===== src/rtl/hilo_unit.sv =====
// rtl/hilo_unit.sv - HI/LO register pair with mul/div capture, move-to/from access and divide stall
// Optional: HILO_DIV_TIMEOUT_EN adds a 6-bit divide-wait timeout counter and sticky div_err output.
module hilo_unit (
    input  logic        clk,
    input  logic        rst,
    input  logic        ex_valid,
    input  logic [3:0]  aluop,
    input  logic [31:0] res_high,
    input  logic [31:0] res_low,
    input  logic        div_done,
    input  logic [1:0]  mt_we,
    input  logic [31:0] mt_data,
    input  logic [1:0]  mf_sel,
    output logic [31:0] rd_data,
    output logic [31:0] hi,
    output logic [31:0] lo,
`ifdef HILO_DIV_TIMEOUT_EN
    output logic        div_err,
`endif
    output logic        stall
);

    typedef enum logic {IDLE, DIV_WAIT} state_t;

    localparam logic [3:0] OP_MUL = 4'd2;
    localparam logic [3:0] OP_DIV = 4'd3;

    state_t      state_q, state_d;
    logic [31:0] hi_q, hi_d;
    logic [31:0] lo_q, lo_d;

`ifdef HILO_DIV_TIMEOUT_EN
    logic [5:0]  cnt_q, cnt_d;
    logic        err_q, err_d;
`endif

    always_ff @(posedge clk or negedge rst) begin
        if (!rst) begin
            state_q <= IDLE;
            hi_q    <= '0;
            lo_q    <= '0;
`ifdef HILO_DIV_TIMEOUT_EN
            cnt_q   <= '0;
            err_q   <= 1'b0;
`endif
        end else begin
            state_q <= state_d;
            hi_q    <= hi_d;
            lo_q    <= lo_d;
`ifdef HILO_DIV_TIMEOUT_EN
            cnt_q   <= cnt_d;
            err_q   <= err_d;
`endif
        end
    end

    always_comb begin
        state_d = state_q;
        hi_d    = hi_q;
        lo_d    = lo_q;
        stall   = 1'b0;
`ifdef HILO_DIV_TIMEOUT_EN
        cnt_d   = (state_q == IDLE) ? 6'd0 : cnt_q + 6'd1;
        err_d   = err_q;
`endif
        case (state_q)
            IDLE: begin
                if (mt_we[1]) hi_d = mt_data;
                if (mt_we[0]) lo_d = mt_data;
                // A mul result overrides any same-cycle move-to write.
                if (ex_valid && aluop == OP_MUL) begin
                    hi_d = res_high;
                    lo_d = res_low;
                end else if (ex_valid && aluop == OP_DIV) begin
                    stall   = 1'b1;
                    state_d = DIV_WAIT;
                end
            end
            DIV_WAIT: begin
                if (div_done) begin
                    hi_d    = res_high;
                    lo_d    = res_low;
                    state_d = IDLE;
`ifdef HILO_DIV_TIMEOUT_EN
                end else if (cnt_q == 6'd63) begin
                    err_d   = 1'b1;
                    state_d = IDLE;
`endif
                end else begin
                    stall = 1'b1;
                end
            end
            default: state_d = IDLE;
        endcase
    end

    // Reads see the value about to be written, so hi_d/lo_d are the source.
    always_comb begin
        rd_data = '0;
        if (!stall) begin
            case (mf_sel)
                2'b01:   rd_data = hi_d;
                2'b10:   rd_data = lo_d;
                default: rd_data = '0;
            endcase
        end
    end

    assign hi = hi_q;
    assign lo = lo_q;
`ifdef HILO_DIV_TIMEOUT_EN
    assign div_err = err_q;
`endif

endmodule


===== config.mk =====
export PLATFORM = sky130hd
export DESIGN_NAME = hilo_unit
export DESIGN_NICKNAME = d
export VERILOG_FILES = /design/src/rtl/hilo_unit.sv
export SDC_FILE = /design/constraint.sdc
export NUM_CORES = 1
export LEC_CHECK = 0
export BUFFER_PORTS_ARGS = -buffer_cell sky130_fd_sc_hd__clkbuf_2
export CORE_MARGIN = 3
export CORE_UTILIZATION = 50
export DETAILED_ROUTE_END_ITERATION = 7
export PLACE_DENSITY_LB_ADDON = 0.12
export RECOVER_POWER = 100
export SLEW_MARGIN = 30
export SYNTH_ARGS = -nofsm -noshare
export SYNTH_HDL_FRONTEND = slang
export SYNTH_SLANG_ARGS = --single-unit

===== constraint.sdc =====
create_clock -name clk -period 2.45 [get_ports clk]
set_clock_uncertainty 0.15 [all_clocks]
set_input_delay 0 -clock clk [delete_from_list [all_inputs] [get_ports clk]]
set_output_delay 0 -clock clk [all_outputs]
set_load 0.05 [all_outputs]

======== Word-level counts from Yosys, hierarchy flattened ========
Index checks and enable logic that the tools add are counted.
word-level totals
  flip-flop bits (word level) ............. 65
  input bits .............................. 108
  output and inout port bits .............. 97
  logic and storage cells ................. 24
operators by class
  equal/unequal tests ..................... 4
  multiplexer cells ....................... 14
  bitwise operators ....................... 1
  reductions and logical operators ........ 2
operators with widths
  cell                                                                   number
  32-bit two-way mux                                                     7
  32-bit case mux with 2 select lines                                    3
  4-bit by 2-bit equality test with 1-bit output, second input constant  2
  1-bit two-way mux                                                      3
  2-bit by 1-bit equality test with 1-bit output, second input constant  1
  2-bit equality test, second input constant                             1
  1-bit logical AND                                                      2
  1-bit case mux with 2 select lines                                     1
  1-bit inverter                                                         1

======== Logic depth before layout (Yosys ltp) ========
Gate-level depths: netlist of the first run.
  depth in word-level cells ............... 6
  gate-level depth with buffers ........... 7
  gate-level depth less buffers ........... 4

======== Worst setup path before layout of the first run ========
No wires, ideal clock.
  path kind ............................... register to output
  start point ............................. register hi_q[10] (netlist: hi[10])
  end point ............................... output rd_data[10]
  arrival time ............................ 1.835 ns
  data required time ...................... 2.300 ns
  path slack .............................. 0.465 ns
  cell stages (with the launch flop) ...... 5
  buffers on the path ..................... 0
  path through ............................ dfrtp_1 -> mux2_2 -> nand2_1 -> a21boi_0 -> o22ai_1
on the way
  word-level cells in the longest chain between the ends .. 5
  elaborated cells on any way between the ends .. 6
  classes of those cells .................. mux (6)
RTL lines
  item                                     line  text
  start: declaration                       29    logic [31:0] hi_q, hi_d;
  start signal: assignment                 48    hi_q <= hi_d;
  32-bit two-way mux                       68    if (mt_we[1]) hi_d = mt_data;
  32-bit two-way mux                       71    if (ex_valid && aluop == OP_MUL) begin
  32-bit case mux with 2 select lines (*)  66    case (state_q)
  32-bit case mux with 2 select lines (*)  101   case (mf_sel)
  32-bit two-way mux (*)                   100   if (!stall) begin
  end: declaration                         14    output logic [31:0] rd_data,
Mark *: on every way between the ends. The rest lies on a longest branch, timed or not.

======== Worst setup path after layout of the first run ========
  start point ............................. register state_q
  end point ............................... output rd_data[21]
on the way
  word-level cells in the longest chain between the ends .. 4
  elaborated cells on any way between the ends .. 6
  classes of those cells .................. mux (5); bitwise (1)
RTL lines
  item                                 line  text
  start: declaration                   28    state_t state_q, state_d;
  start signal: assignment             47    state_q <= state_d;
  1-bit inverter                       -
  32-bit case mux with 2 select lines  66
  32-bit case mux with 2 select lines  101
  32-bit two-way mux (*)               100
Marks and branches as above.

==> impl_results.md, run 1 <==
- Hold Path Depth: 5
- Port bufs: 204
- Status: complete, but fails checks
- Critical path required time: 2300 ps
- Worst r2r path cells: 6
- Num CTS Buffers: 9
- Area delta synth->final: 36.9%
- Post-synthesis sequential area ratio: 0.291
- # Post-CTS Setup Buffers: 0
- H-tree depth: 3
- R2r setup slk: 200 ps
- CTS tree: yes
- DP Worst Slack: 424 ps
- Sequential cell area: 1630 um2
- Final hold violations: 0
- Post-synth EDFFs: 0
- Ports: 205
- DIE WIDTH: 112 um
- Critical Path Source Type: register
- Final nets: between 1000 and 1500
- Initial antenna violation count: 0
- Number of synthesized register bits: 65
- Critical Path Start: state_q
- CP max FO: 32
- RR Endpoint: hi[20]
- Die area: 12500 um2
- Distinct cells, synth: 26
- Grt total ovfl: 0
- Max-Cap Viols: 1
- Async set-reset flop share out of synthesis: 1.00
- Fmax: 0.420 GHz
- Worst min path class: input port to register
- Final Util: 0.721
- Worst Tran Pin Value: 1640 ps
- WHS: slightly below 20 ps
- Clock Latency Late Sink: 330 ps
- Vias: 6161
- Root buffer cell: clkbuf_8
- Global Route Usage Sum: 0.294
- Worst reg2reg path startpoint: hi[20]
- PD cells: approximately 550 nW/um2
- Synthesized area: around 5600 um2
- Tcrit/Tclk final: 0.972
- Max transition margin: -0.0901
- Multi-input logic area: around 3300 um2
- Post-synth top area share: 0.291
- Syn_nets: 793
- Post-layout min period: 2380 ps
- Synth area leader: dfrtp_1
- Critical path arrival: about 2200 ps
- Clock-pin slew on the worst setup and hold paths: 70 ps
- Initial Util: 0.527
- Worst VDD drop: 317 uV
- # DRC: 0
- Post-synthesis instance total: 683
- Die span in y: around 110 um
- Final Wtd Congestion: 0.891
- Leak: 3.69 nW
- Synth top area cells: dfrtp_1 (29%), mux2i_1 (11%), mux2_2 (8.9%), a21boi_1 (6.6%), a21oi_1 (5.6%)
- # rows: 37
- HP Start: res_high[6]
- Max Slew Vio Count: 28
- Core Area: 10600 um2
- N_diodes: 0
- Share of cells above drive strength 1: 0.249
- Drt total wl: 19100 um
- Pin count of the biggest net entering global routing: 73
- Synth Area per Inst: 8.17 um2
- Crit. End Element: primary output
- Vias in the first global route: 6179
- Bufs on Longest Clock Path: 2
- First DRT Iteration DRCs: approximately 640
- Fillers: 875
- Kind of critical path: register to primary output
- First-pass GRT wire length: between 30000 and 40000 um
- Clock Sinks: 65
- Vias per cell: about 5.7
- Warnings from Yosys: 0
- DRT antenna net count: 0
- Hpwl dp: 11800 um
- Final setup fails: 0
- Synth Flop Type: dfrtp_1
- Wire per inst: 17.6 um
- Final worst slack: approximately 69 ps
- Router iterations before antenna repair: 5
- Violated checks: capacitance limit, slew limit
- Hold Path End: hi[6]
## cell families after synthesis
group,count (synthesis),synth area share
AO/OA/AOI/OAI,225,0.241
AND/OR/NAND/NOR,133,0.0986
buffers and inverters,131,0.115
multiplexers,127,0.249
flip-flops,65,0.291
adder cells (fa/ha/maj),2,0.00448
## flip-flops by register name (all words and copies together) (netlist names)
register  count
state_q       1
hi           32
lo           32
## per-stage QoR
stage	cell area (um2)	TNS, ps	cells	total power, W
after floorplan	5580	0	683	0.00276
final	7640	0	1088	0.00423
after global placement	6570	0	975	0.00324
after detailed placement	6570	0	975	0.00327
after CTS	7690	0	1087	0.00426
after global routing	7640	-3.16	1088	0.00445
## what timing repair did
action | CTS | global route
endpoints found under the setup margin | 0 | 26
gates resized for setup | 0 | 11
endpoints found under the hold margin | 91 | 0
hold buffers | 96 | 0
## area by class of cell
class                   instances  area share
clock buffers                  12      0.0177
clock inverters                 4     0.00262
inverters                      68      0.0334
multi-input cells             488       0.437
flip-flops and latches         65       0.213
well taps                     136      0.0223
repair buffers                315       0.273
## critical path, cell delays in order, from the launching register on
cell and delay [ps]:
dfrtp_4 500, nand2b_1 130, o31a_4 210, nand3b_4 400, o22ai_1 300, clkbuf_2 320
## power breakdown
group	switching, W	internal (W)	leakage (nW)
registers	0.000141	0.00123	0.762
logic	0.00138	0.000696	2.85
clock network	0.000418	0.000362	0.0839
total	0.00194	0.00229	3.69
## layout by cell type (no fill, tap or decap), types with 2 or more instances in the layout
cell           instances
a21boi_0              14
a21boi_1              49
a21oi_1               63
buf_12                 5
buf_2                  8
buf_4                 10
clkbuf_1              60
clkbuf_2             137
clkbuf_4               2
clkbuf_8               9
clkinv_2               4
dfrtp_1               64
dlygate4sd3_1         96
ha_1                   2
inv_1                 68
mux2_1                10
mux2_2                44
mux2_4                10
mux2i_1               63
nand2_1               65
nand3b_4               3
nor2_1                63
o21ai_0               63
o22ai_1               31
## cells in the mapped netlist, types with 2 or more instances
master and number:
a21oi_1 63, buf_4 6, o21ai_0 63, inv_1 68
nand3b_4 2, a21boi_0 14, nor2_1 63, ha_1 2
o22ai_1 32, nand2_1 65, buf_2 20, buf_6 14
clkbuf_1 23, mux2_2 44, mux2i_1 63, mux2_4 10
a21boi_1 49, mux2_1 10, dfrtp_1 65
## routing by layer
layer | GRT usage | vias up | wire, um
li1 | - | 2877 | -
met1 | 0.371 | 2880 | 7910
met2 | 0.484 | 335 | 9060
met3 | 0.0495 | 69 | 1370
met4 | 0.151 | 0 | 809
met5 | 0 | - | 0
## worst max path at each step
stage | to | slack [ps] | cells past startpoint
2_1_floorplan | rd_data[10] | 470 | 4
3_3_place_gp | rd_data[17] | 540 | 7
3_5_place_dp | rd_data[16] | 420 | 5
4_1_cts | rd_data[16] | 50 | 5
5_1_grt | rd_data[2] | -2 | 5
6_report | rd_data[21] | 70 | 5
No activity file was read; power rests on OpenSTA's default activity.
==> inputs of run 2 (changes only) <==
--- a/config.mk
+++ b/config.mk
@@ -8,7 +8,9 @@
 export BUFFER_PORTS_ARGS = -buffer_cell sky130_fd_sc_hd__clkbuf_2
 export CORE_MARGIN = 3
 export CORE_UTILIZATION = 50
+export CTS_BUF_LIST = sky130_fd_sc_hd__clkbuf_8 sky130_fd_sc_hd__clkbuf_16
 export DETAILED_ROUTE_END_ITERATION = 7
+export MAX_ROUTING_LAYER = met4
 export PLACE_DENSITY_LB_ADDON = 0.12
 export RECOVER_POWER = 100
 export SLEW_MARGIN = 30
==> constraint.sdc (replaced) <==
create_clock -name clk -period 2.6 [get_ports clk]
set_clock_uncertainty 0.15 [all_clocks]
set_input_delay 0 -clock clk [delete_from_list [all_inputs] [get_ports clk]]
set_output_delay 0 -clock clk [all_outputs]
set_load 0.05 [all_outputs]
==> run 2 against run 1 <==
Hold slack better by 2.0 ps. Core utilization up 0.25 points. Register-to-register slack better by 90 ps. Clock power up 15%. Die area unchanged. Global-route usage up 1.1 points. Highest routed layer unchanged. Combinational power down 7%. Worst setup slack better by 33 ps. The flow still finishes with violations (capacitance limit, slew limit).
==> impl_results.md, run 2 (synthesized netlist as in run 1, its figures left out) <==
- Status: complete, but fails checks (unchanged)
- Violated checks: capacitance limit, slew limit (unchanged)
- Clock Sinks: 65 (unchanged)
- Area delta synth->final: 37.4% (was 36.9%)
- Clock-pin slew on the worst setup and hold paths: 60 ps (was 70 ps)
- Sw frac: 0.447 (was 0.459)
- Setup tns final: 0 ps (unchanged)
- Port bufs: 204 (unchanged)
- Crit. End Element: primary output (unchanged)
- Initial Util: 0.527 (unchanged)
- CP max FO: 27 (was 32)
- WHS: 21.7 ps (was 19.8 ps)
- Vias per cell: 5.70 (was 5.66)
- Worst Tran Pin Value: 1800 ps (was 1640 ps)
- Critical Path Source Type: register (unchanged)
- # rows: 37 (unchanged)
- First-pass GRT wire length: 30500 um (was 30400 um)
- Seq pwr share: 0.316 (was 0.325)
- R2r setup slk: 290 ps (was 200 ps)
- Num CTS Buffers: 9 (unchanged)
- H-tree depth: 3 (unchanged)
- PD cells: 537 nW/um2 (was 554 nW/um2)
- CTS tree: yes (unchanged)
- # DRC: 0 (unchanged)
- # Post-CTS Setup Buffers: 0 (unchanged)
- Critical path required time: 2450 ps (was 2300 ps)
- Share of cells above drive strength 1: 0.240 (was 0.249)
- Root buffer cell: clkbuf_8 (unchanged)
- Die span in y: 112 um (unchanged)
- Grt total ovfl: 0 (unchanged)
- Wire per inst: 17.9 um (was 17.6 um)
- Vias in the first global route: 6168 (was 6179)
- Ports: 205 (unchanged)
- Final hold violations: 0 (unchanged)
- Switch Pwr: 0.00184 W (was 0.00194 W)
- Final nets: 1060 (was 1057)
- Vias: 6213 (was 6161)
- Worst min path class: input port to register (unchanged)
- Global Route Usage Sum: 0.305 (was 0.294)
- Die area: 12500 um2 (unchanged)
- Most common cell after layout, fill and taps aside: clkbuf_2 (unchanged)
- First DRT Iteration DRCs: 595 (was 644)
- N_diodes: 0 (unchanged)
- Kind of critical path: register to primary output (unchanged)
- RSZ-0062 raised after global routing: no
- Router iterations before antenna repair: 7 (was 5)
- Drt total wl: 19500 um (was 19100 um)
- Final Wtd Congestion: 0.907 (was 0.891)
- Hpwl dp: 12100 um (was 11800 um)
- Max transition margin: -0.201 (was -0.0901)
- Fmax: approximately 0.40 GHz
- Post-layout min period: ~2500 ps
- Pin count of the biggest net entering global routing: 77 (was 73)
- Fillers: 840 (was 875)
- Critical path arrival: 2350 ps (was 2230 ps)
- Most frequent cells in the layout: clkbuf_2 (137), dlygate4sd3_1 (97), inv_1 (69) (was clkbuf_2 (137), dlygate4sd3_1 (96), inv_1 (68))
- Clock Latency Late Sink: 340 ps (was 330 ps)
- Initial antenna violation count: 0 (unchanged)
- Bufs on Longest Clock Path: 2 (unchanged)
- Leak: 3.66 nW (was 3.69 nW)
- DIE WIDTH: 112 um (unchanged)
- Tcrit/Tclk final: 0.961
- DRT antenna net count: 0 (unchanged)
- Final setup fails: 0 (unchanged)
- Clock share of power: 0.216 (was 0.184)
- Max Slew Vio Count: 31 (was 28)
- Sequential cell area: 1630 um2 (unchanged)
- Worst VDD drop: 394 uV (was 317 uV)
- Multi-input logic area: 3360 um2 (was 3340 um2)
- Internal power: 0.00228 W (was 0.00229 W)
- Comb pwr share: 0.467 (was 0.491)
- Core Area: 10600 um2 (unchanged)
- Max-Cap Viols: 1 (unchanged)
==> run 2: layer usage <==
layer  vias to the layer above  global-route usage  wire [um]
met3                        58              0.0543       1500
met2                       334               0.500       9400
met1                      2941               0.369       7920
li1                       2880                   -          -
met5                         -                   -          0
met4                         0               0.134        669
==> run 2: what timing repair did <==
action                     CTS  global route
hold endpoints to repair   130             0
resized for setup            0             2
setup endpoints to repair    0            32
hold buffers                97             0
==> run 2: critical path, stage by stage (launching register included) <==
cell	delay (ps)
dfrtp_4	610
o31a_4	440
dlygate4sd3_1	590
inv_1	70
clkbuf_2	290
==> run 2: worst paths after layout <==
kind | from | end | cells after the start
max | state_q | stall | 4
min | res_high[6] | hi[6] | 5
max reg2reg | state_q | hi[21] | 5
min reg2reg | lo[24] | lo[24] | 4
max in group asynchronous | rst | hi[31] | 3
min in group asynchronous | rst | hi[13] | 3
==> run 2: through the flow <==
step / cell area [um2] / power (W) / utilization / instances / setup WS, ps
3_5_place_dp: 6550 / 0.00309 / 0.618 / 976 / 449
2_1_floorplan: 5580 / 0.00260 / - / 683 / 615
4_1_cts: 7720 / 0.00416 / 0.728 / 1088 / 72.7
6_report: 7670 / 0.00412 / 0.724 / 1090 / 103
3_3_place_gp: 6550 / 0.00305 / 0.618 / 976 / 565
5_1_grt: 7670 / 0.00431 / 0.724 / 1090 / 27.3
==> run 2: power by group through the flow <==
stage / combinational (W) / sequential [W] / clock [W]
6_report: 0.00193 / 0.00130 / 0.000893
5_1_grt: 0.00206 / 0.00132 / 0.000932
4_1_cts: 0.00195 / 0.00130 / 0.000901
3_5_place_dp: 0.00176 / 0.00132 / 0
3_3_place_gp: 0.00174 / 0.00131 / 0
2_1_floorplan: 0.000787 / 0.00182 / 0
==> run 2: cell type report <==
class	instances	share of cell area
clock buffer	11	0.0197
multi-input combinational	489	0.438
timing repair buffer	317	0.269
tap	136	0.0222
sequential	65	0.213
inverter	68	0.0333
clock inverter	4	0.00571
